<file path="src/rtl/reg_file_operand_stage.sv">
// Operand-fetch stage: 1W/2R register file feeding a latched R2/R3 operand pair
// to the ALU over a valid/ready handshake, with write-through bypass on capture.
module reg_file_operand_stage #(
  parameter int word_size = 32,
  parameter int addr_size = 5
) (
  input  logic                 clk,
  input  logic                 rst,
  input  logic                 wr_en,
  input  logic [addr_size-1:0] wr_addr,
  input  logic [word_size-1:0] wr_data,
  input  logic                 rd_valid,
  output logic                 rd_ready,
  input  logic [addr_size-1:0] rd_addr2,
  input  logic [addr_size-1:0] rd_addr3,
  output logic [word_size-1:0] R2,
  output logic [word_size-1:0] R3,
  output logic                 op_valid,
  input  logic                 op_ready
);

  localparam int num_regs = 1 << addr_size;

  logic [word_size-1:0] regs [num_regs];
  logic [word_size-1:0] fetch2;
  logic [word_size-1:0] fetch3;
  logic                 wr_live;
  logic                 capture;

  assign wr_live  = wr_en && (wr_addr != '0);
  assign rd_ready = !op_valid || op_ready;
  assign capture  = rd_valid && rd_ready;

  // Address 0 reads as zero; a same-cycle write to a source wins over the stored entry.
  always_comb begin
    fetch2 = '0;
    if (rd_addr2 != '0) begin
      if (wr_live && (wr_addr == rd_addr2)) fetch2 = wr_data;
      else                                  fetch2 = regs[rd_addr2];
    end
  end

  always_comb begin
    fetch3 = '0;
    if (rd_addr3 != '0) begin
      if (wr_live && (wr_addr == rd_addr3)) fetch3 = wr_data;
      else                                  fetch3 = regs[rd_addr3];
    end
  end

  always_ff @(posedge clk) begin
    if (rst) begin
      for (int i = 0; i < num_regs; i++) regs[i] <= '0;
    end else if (wr_live) begin
      regs[wr_addr] <= wr_data;
    end
  end

  always_ff @(posedge clk) begin
    if (rst) begin
      R2       <= '0;
      R3       <= '0;
      op_valid <= 1'b0;
    end else if (capture) begin
      R2       <= fetch2;
      R3       <= fetch3;
      op_valid <= 1'b1;
    end else if (op_valid && op_ready) begin
      op_valid <= 1'b0;
    end
  end

endmodule

</file>
<file path="config.mk">
export PLATFORM = sky130hd
export DESIGN_NAME = reg_file_operand_stage
export DESIGN_NICKNAME = d
export VERILOG_FILES = /design/src/rtl/reg_file_operand_stage.sv
export SDC_FILE = /design/constraint.sdc
export NUM_CORES = 2
export LEC_CHECK = 0
export ABC_AREA = 0
export CAP_MARGIN = 20
export CORE_ASPECT_RATIO = 0.8
export CORE_UTILIZATION = 40
export DETAILED_ROUTE_END_ITERATION = 8
export PLACE_DENSITY = 0.53
export SYNTH_ARGS = -nofsm -noshare
export SYNTH_HDL_FRONTEND = slang
export SYNTH_SLANG_ARGS = --single-unit
export TNS_END_PERCENT = 5
</file>
<file path="constraint.sdc">
create_clock -name clk -period 12.25 [get_ports clk]
set_input_delay 2.45 -clock clk [delete_from_list [all_inputs] [get_ports clk]]
set_output_delay 2.45 -clock clk [all_outputs]
set_load 0.005 [all_outputs]
</file>
# Word level (Yosys, flattened, before mapping)
# Memories as Yosys holds them, arrays and structs flattened.
# Cells that the tools add are included.
totals:
  regBits: 65
  latchBits: 0
  mem_bits_rw: 1024
  romBits: 0
  input_bits: 52
  out_inout_bits: 66
  n_memories: 1
op_classes:
  add_sub_neg: 0
  mul: 0
  div: 0
  magnitude_cmp: 0
  eq_ne: 2
  shifts: 0
  muxes: 14
  bitwise: 0
  n_reduce_logical: 12
mem_list:
  columns: ["name", "words", "word_bits", "read_ports", "rd_ports_with_merged_regs", "write_ports", "line", "text"]
  rows:
  - ["regs", 32, 32, 2, 0, 32, "24", "logic [word_size-1:0] regs [num_regs];"]
op_table:
  columns: ["op", "n"]
  rows:
  - ["two-way mux 32 bit", 5]
  - ["OR reduction 32 bit", 1]
  - ["nonzero test 5 bit", 3]
  - ["equality test 5 bit", 2]
  - ["two-way mux 1 bit", 8]
  - ["logical AND 1 bit", 5]
  - ["two-way mux 5 bit", 1]
  - ["nonzero test 2 bit", 1]
  - ["zero test 1 bit", 1]
  - ["logical OR 1 bit", 1]

# Logic depth before layout (Yosys ltp)
depth:
  word_depth: 7
  ltp_mapped: 9

# Worst setup path after synthesis
# OpenSTA, ideal clock, no wires.
synth_timing:
  path_type: "in2reg"
  startpoint: "input wr_addr[3]"
  endpoint: "memory regs[12][0], enable pin"
  setup_time_ns: 0.466
  arrival_ns: 5.577
  t_required_ns: 11.784
  setup_slack_ns: 6.207
  stages: 6
  path_cell_list: "buf_2 > or3_1 > buf_6 > nand4bb_1 > clkbuf_1 > o21ai_0"
synth_rtl:
  columns: ["item", "line", "text"]
  rows:
  - ["start, declared", "10", "input logic [addr_size-1:0] wr_addr,"]
  - ["end, declared", "24", null]

# Worst setup path after layout
layout_timing:
  startpoint: "input op_ready"
  endpoint: "output rd_ready"
layout_via:
  elab_chain_len: 1
layout_rtl:
  columns: ["item", "line", "text"]
  rows:
  - ["start, declared", "19", "input logic op_ready"]
  - ["logical OR 1 bit", "31", "assign rd_ready = !op_valid || op_ready;"]
  - ["end, declared", "13", "output logic rd_ready,"]
# No other way between the ends.

==> impl_metrics.json <==
{
  "share_of_synthesized_cell_area_in_and_or_nand_and_nor_gates_pct": 13.7,
  "core_area_mm2": 0.139,
  "final_cell_area_mm2": 0.0640,
  "cp_max_fo": 6,
  "synth.distinct_cells": 52,
  "yosys_register_bits": 1089,
  "p_sw_share_pct": 25.2,
  "drv_slew": 0,
  "fin_nets": 3740,
  "finalHoldViolations": 0,
  "grt_util_met3_pct": 5.59,
  "ys_seq_area_share_pct": 56.9,
  "time_the_worst_path_needs_with_i_o_delays_and_setup_ps": 6180,
  "synth-warning-count": 0,
  "number_of_max_cap_violations": 0,
  "floorplan.die_area_mm2": 0.142,
  "clock-sinks": 1089,
  "postCtsSetupBuffers": 0,
  "grt_first_pass_wirelength_um": 284000,
  "clock_root_buffer": "sky130_fd_sc_hd__clkbuf_16",
  "final_layout_size_suffix_gt1_share_pct": 25.1,
  "grt_start_max_net_pins": 110,
  "use_met2_pct": 45.3,
  "regToRegStartpoint": "op_valid$_SDFFE_PP0P_",
  "antenna_violating_nets_left": 0,
  "met1_usage_pct": 39.3,
  "tritoncts": "done",
  "holdBufCountCts": 0,
  "placement.io_buffers": 117,
  "power_density_over_the_cells_mw_per_mm2": 142,
  "vias": 35402,
  "power_mw": 9.06,
  "most_frequent_standard_cell_in_the_layout_excluding_fill_and_tap_cells": "sky130_fd_sc_hd__edfxtp_1",
  "timing.final.crit_share_pct": 50.4,
  "io_pins": 118,
  "grt_most_used_layer": "met2",
  "routed_wl_um": 204000,
  "ctsLongestPathBuffers": 3,
  "drt-vias-per-instance": 6.27,
  "grt_pass1_vias": 35156,
  "clock_power_share_pct": 40.0,
  "drt_first_pass_iters": 5,
  "holdCritPathClass": "flip-flop to flip-flop",
  "finish.cell_count_without_fillers": 5649,
  "status": "complete, no violations",
  "share_comb_of_total_power_pct": 11.3,
  "gp_routability_congestion": 0.848,
  "final.setup_skew_ps": 20.8,
  "p_int_mw": 6.78,
  "maxSlewHeadroom_pct": 24.9,
  "first_iter_violations": 4631,
  "setup.worst_path.end_class": "output pin",
  "setup_viol_count_final": 0,
  "syn-mean-instance-area_um2": 15.2,
  "die_w_um": 422,
  "synthMuxAreaShare_pct": 21.0,
  "area_growth_syn_to_layout_pct": 13.7,
  "worst_setup_path_start_kind": "input pin",
  "total_global_route_track_usage_pct": 28.6,
  "power_leakage_nw": 21.3,
  "synthFlopType": "sky130_fd_sc_hd__edfxtp_1",
  "rsz0062_at_grt": "no",
  "synth_cells": 3695,
  "irDropWorstVdd_mv": 0.122,
  "compound_gate_fraction_of_synth_area_pct": 5.21,
  "rows": 122,
  "drc_errors": 0,
  "synth-async-reset-ratio_pct": 0,
  "main_combinational_cell_family_by_area_after_synthesis": "multiplexers",
  "mostFrequentLayoutCells": "sky130_fd_sc_hd__edfxtp_1 (1024), sky130_fd_sc_hd__and2_1 (993), sky130_fd_sc_hd__mux4_2 (498)",
  "crit_start": "op_ready",
  "overflow": 0,
  "critPathArrivalTime_ps": 3730,
  "worstSkewPairLatency_ps": 740,
  "synth_edf_count": 1024,
  "cts_resized": 0,
  "post_dp_cell_area_mm2": 0.0601,
  "numPlacedInstances": 5424,
  "setup-tns-final_ps": 0,
  "xor_and_xnor_area_share_after_synthesis_pct": 0.156,
  "grt_antenna_before_repair": 21,
  "tightest_slew_ps": 1120,
  "p_seq_share_pct": 48.7,
  "dpl.hpwl_um": 116000,
  "post_synth_fa_ha_maj_area_fraction_pct": 0,
  "synthesis.area_mm2": 0.0563,
  "netsw_mw": 2.28,
  "fmaxAchievable_ghz": 0.162,
  "worst_setup_hold_path_clk_slew_ps": 60,
  "worstSetupPathType": "input pin to output pin",
  "die_y_um": 338,
  "worstHoldStart": "R2[25]$_SDFFE_PP0P_",
  "routed_wire_length_per_instance_um": 36.2,
  "starting_utilization_of_the_core_area_pct": 40.5,
  "number_of_cts_inserted_buffers": 115,
  "ctsHtreeMaxLevel": 3,
  "cp.required_ps": 9800
}
area by class of cell:
class | instances | area [um^2]
antenna | 7 | 17.5
clock inverter | 62 | 612
timing repair buffer | 260 | 2500
clock buffer | 149 | 3170
multi-input combinational | 2220 | 23400
inverter | 2 | 7.51
sequential | 1089 | 32100
fill | 12014 | 75000
tap | 1860 | 2330
cells by family (layout without fill, tap and decap cells):
logic type                count (synthesis)  count (layout)
AOI/OAI and AO/OA                       363             363
xor gates and xnor gates                 10              10
buffers and inverters                   417             473
DFF                                    1089            1089
muxes                                   555             555
other                                     1              39
and+or+nand+nor                        1260            1260
worst paths after layout:
check                           depth (start not counted)                   to  slack (ps)
worst max register to register                          5  R3[30]$_SDFFE_PP0P_        9640
worst min register to register                          2  R2[25]$_SDFFE_PP0P_         480
worst min-delay path                                    2  R2[25]$_SDFFE_PP0P_         480
worst max-delay path                                    3             rd_ready        6070
power by group through the flow:
stage	logic (mW)	registers [mW]	clock network, mW
finish	1.03	4.41	3.63
global route	1.07	4.43	3.79
CTS	1.02	4.40	3.66
detailed placement	1.02	4.48	0
global placement	1.01	4.48	0
floorplan	0.616	4.43	0
sequential cells by signal, summed over array words and instances, names as in the netlist:
register / cells
R2: 32
R3: 32
op_valid: 1
regs: 1024
routing by layer:
metal | wire [um] | up-vias
met4 | 7650 | 0
li1 | - | 14388
met2 | 95400 | 1798
met5 | 0 | -
met3 | 17600 | 310
met1 | 83800 | 18906
critical path: stages:
cell,delay (ps)
sky130_fd_sc_hd__clkdlybuf4s50_1,440
sky130_fd_sc_hd__nand2b_1,270
sky130_fd_sc_hd__clkdlybuf4s50_1,560
synthesized netlist by cell type (20+ instances only):
cell                       count  share of area (%)
sky130_fd_sc_hd__o22a_1       31               0.48
sky130_fd_sc_hd__a32oi_1      32               0.50
sky130_fd_sc_hd__o21ai_0      33               0.29
sky130_fd_sc_hd__nor2b_1      85               0.94
sky130_fd_sc_hd__nand3_1      20               0.18
sky130_fd_sc_hd__mux4_2      498                 20
sky130_fd_sc_hd__dfxtp_1      65                2.3
sky130_fd_sc_hd__mux2_2       28               0.56
sky130_fd_sc_hd__nor2_1       36               0.24
sky130_fd_sc_hd__mux2i_1      29               0.52
sky130_fd_sc_hd__a211oi_1     80                1.1
sky130_fd_sc_hd__nor4_1       34               0.38
sky130_fd_sc_hd__buf_2        71               0.63
sky130_fd_sc_hd__and2_1      994                 11
sky130_fd_sc_hd__a221o_1      31               0.55
sky130_fd_sc_hd__o221ai_1     32               0.50
sky130_fd_sc_hd__clkbuf_1    319                2.1
sky130_fd_sc_hd__a22oi_1      63               0.84
sky130_fd_sc_hd__edfxtp_1   1024                 55
sky130_fd_sc_hd__nand2_1      33               0.22
metrics by stage:
| stage | setup slack (ps) | hold slack, ps | util [%] |
|---|---|---|---|
| final | 6070 | 478 | 46.1 |
| after global routing | 6020 | 487 | 46.0 |
| after CTS | 6080 | 474 | 45.9 |
| after detailed placement | 5990 | 454 | 43.2 |
| after global placement | 5800 | 454 | 43.1 |
| after floorplan | 6210 | 451 | - |
Power figures use the tool's default switching activity.
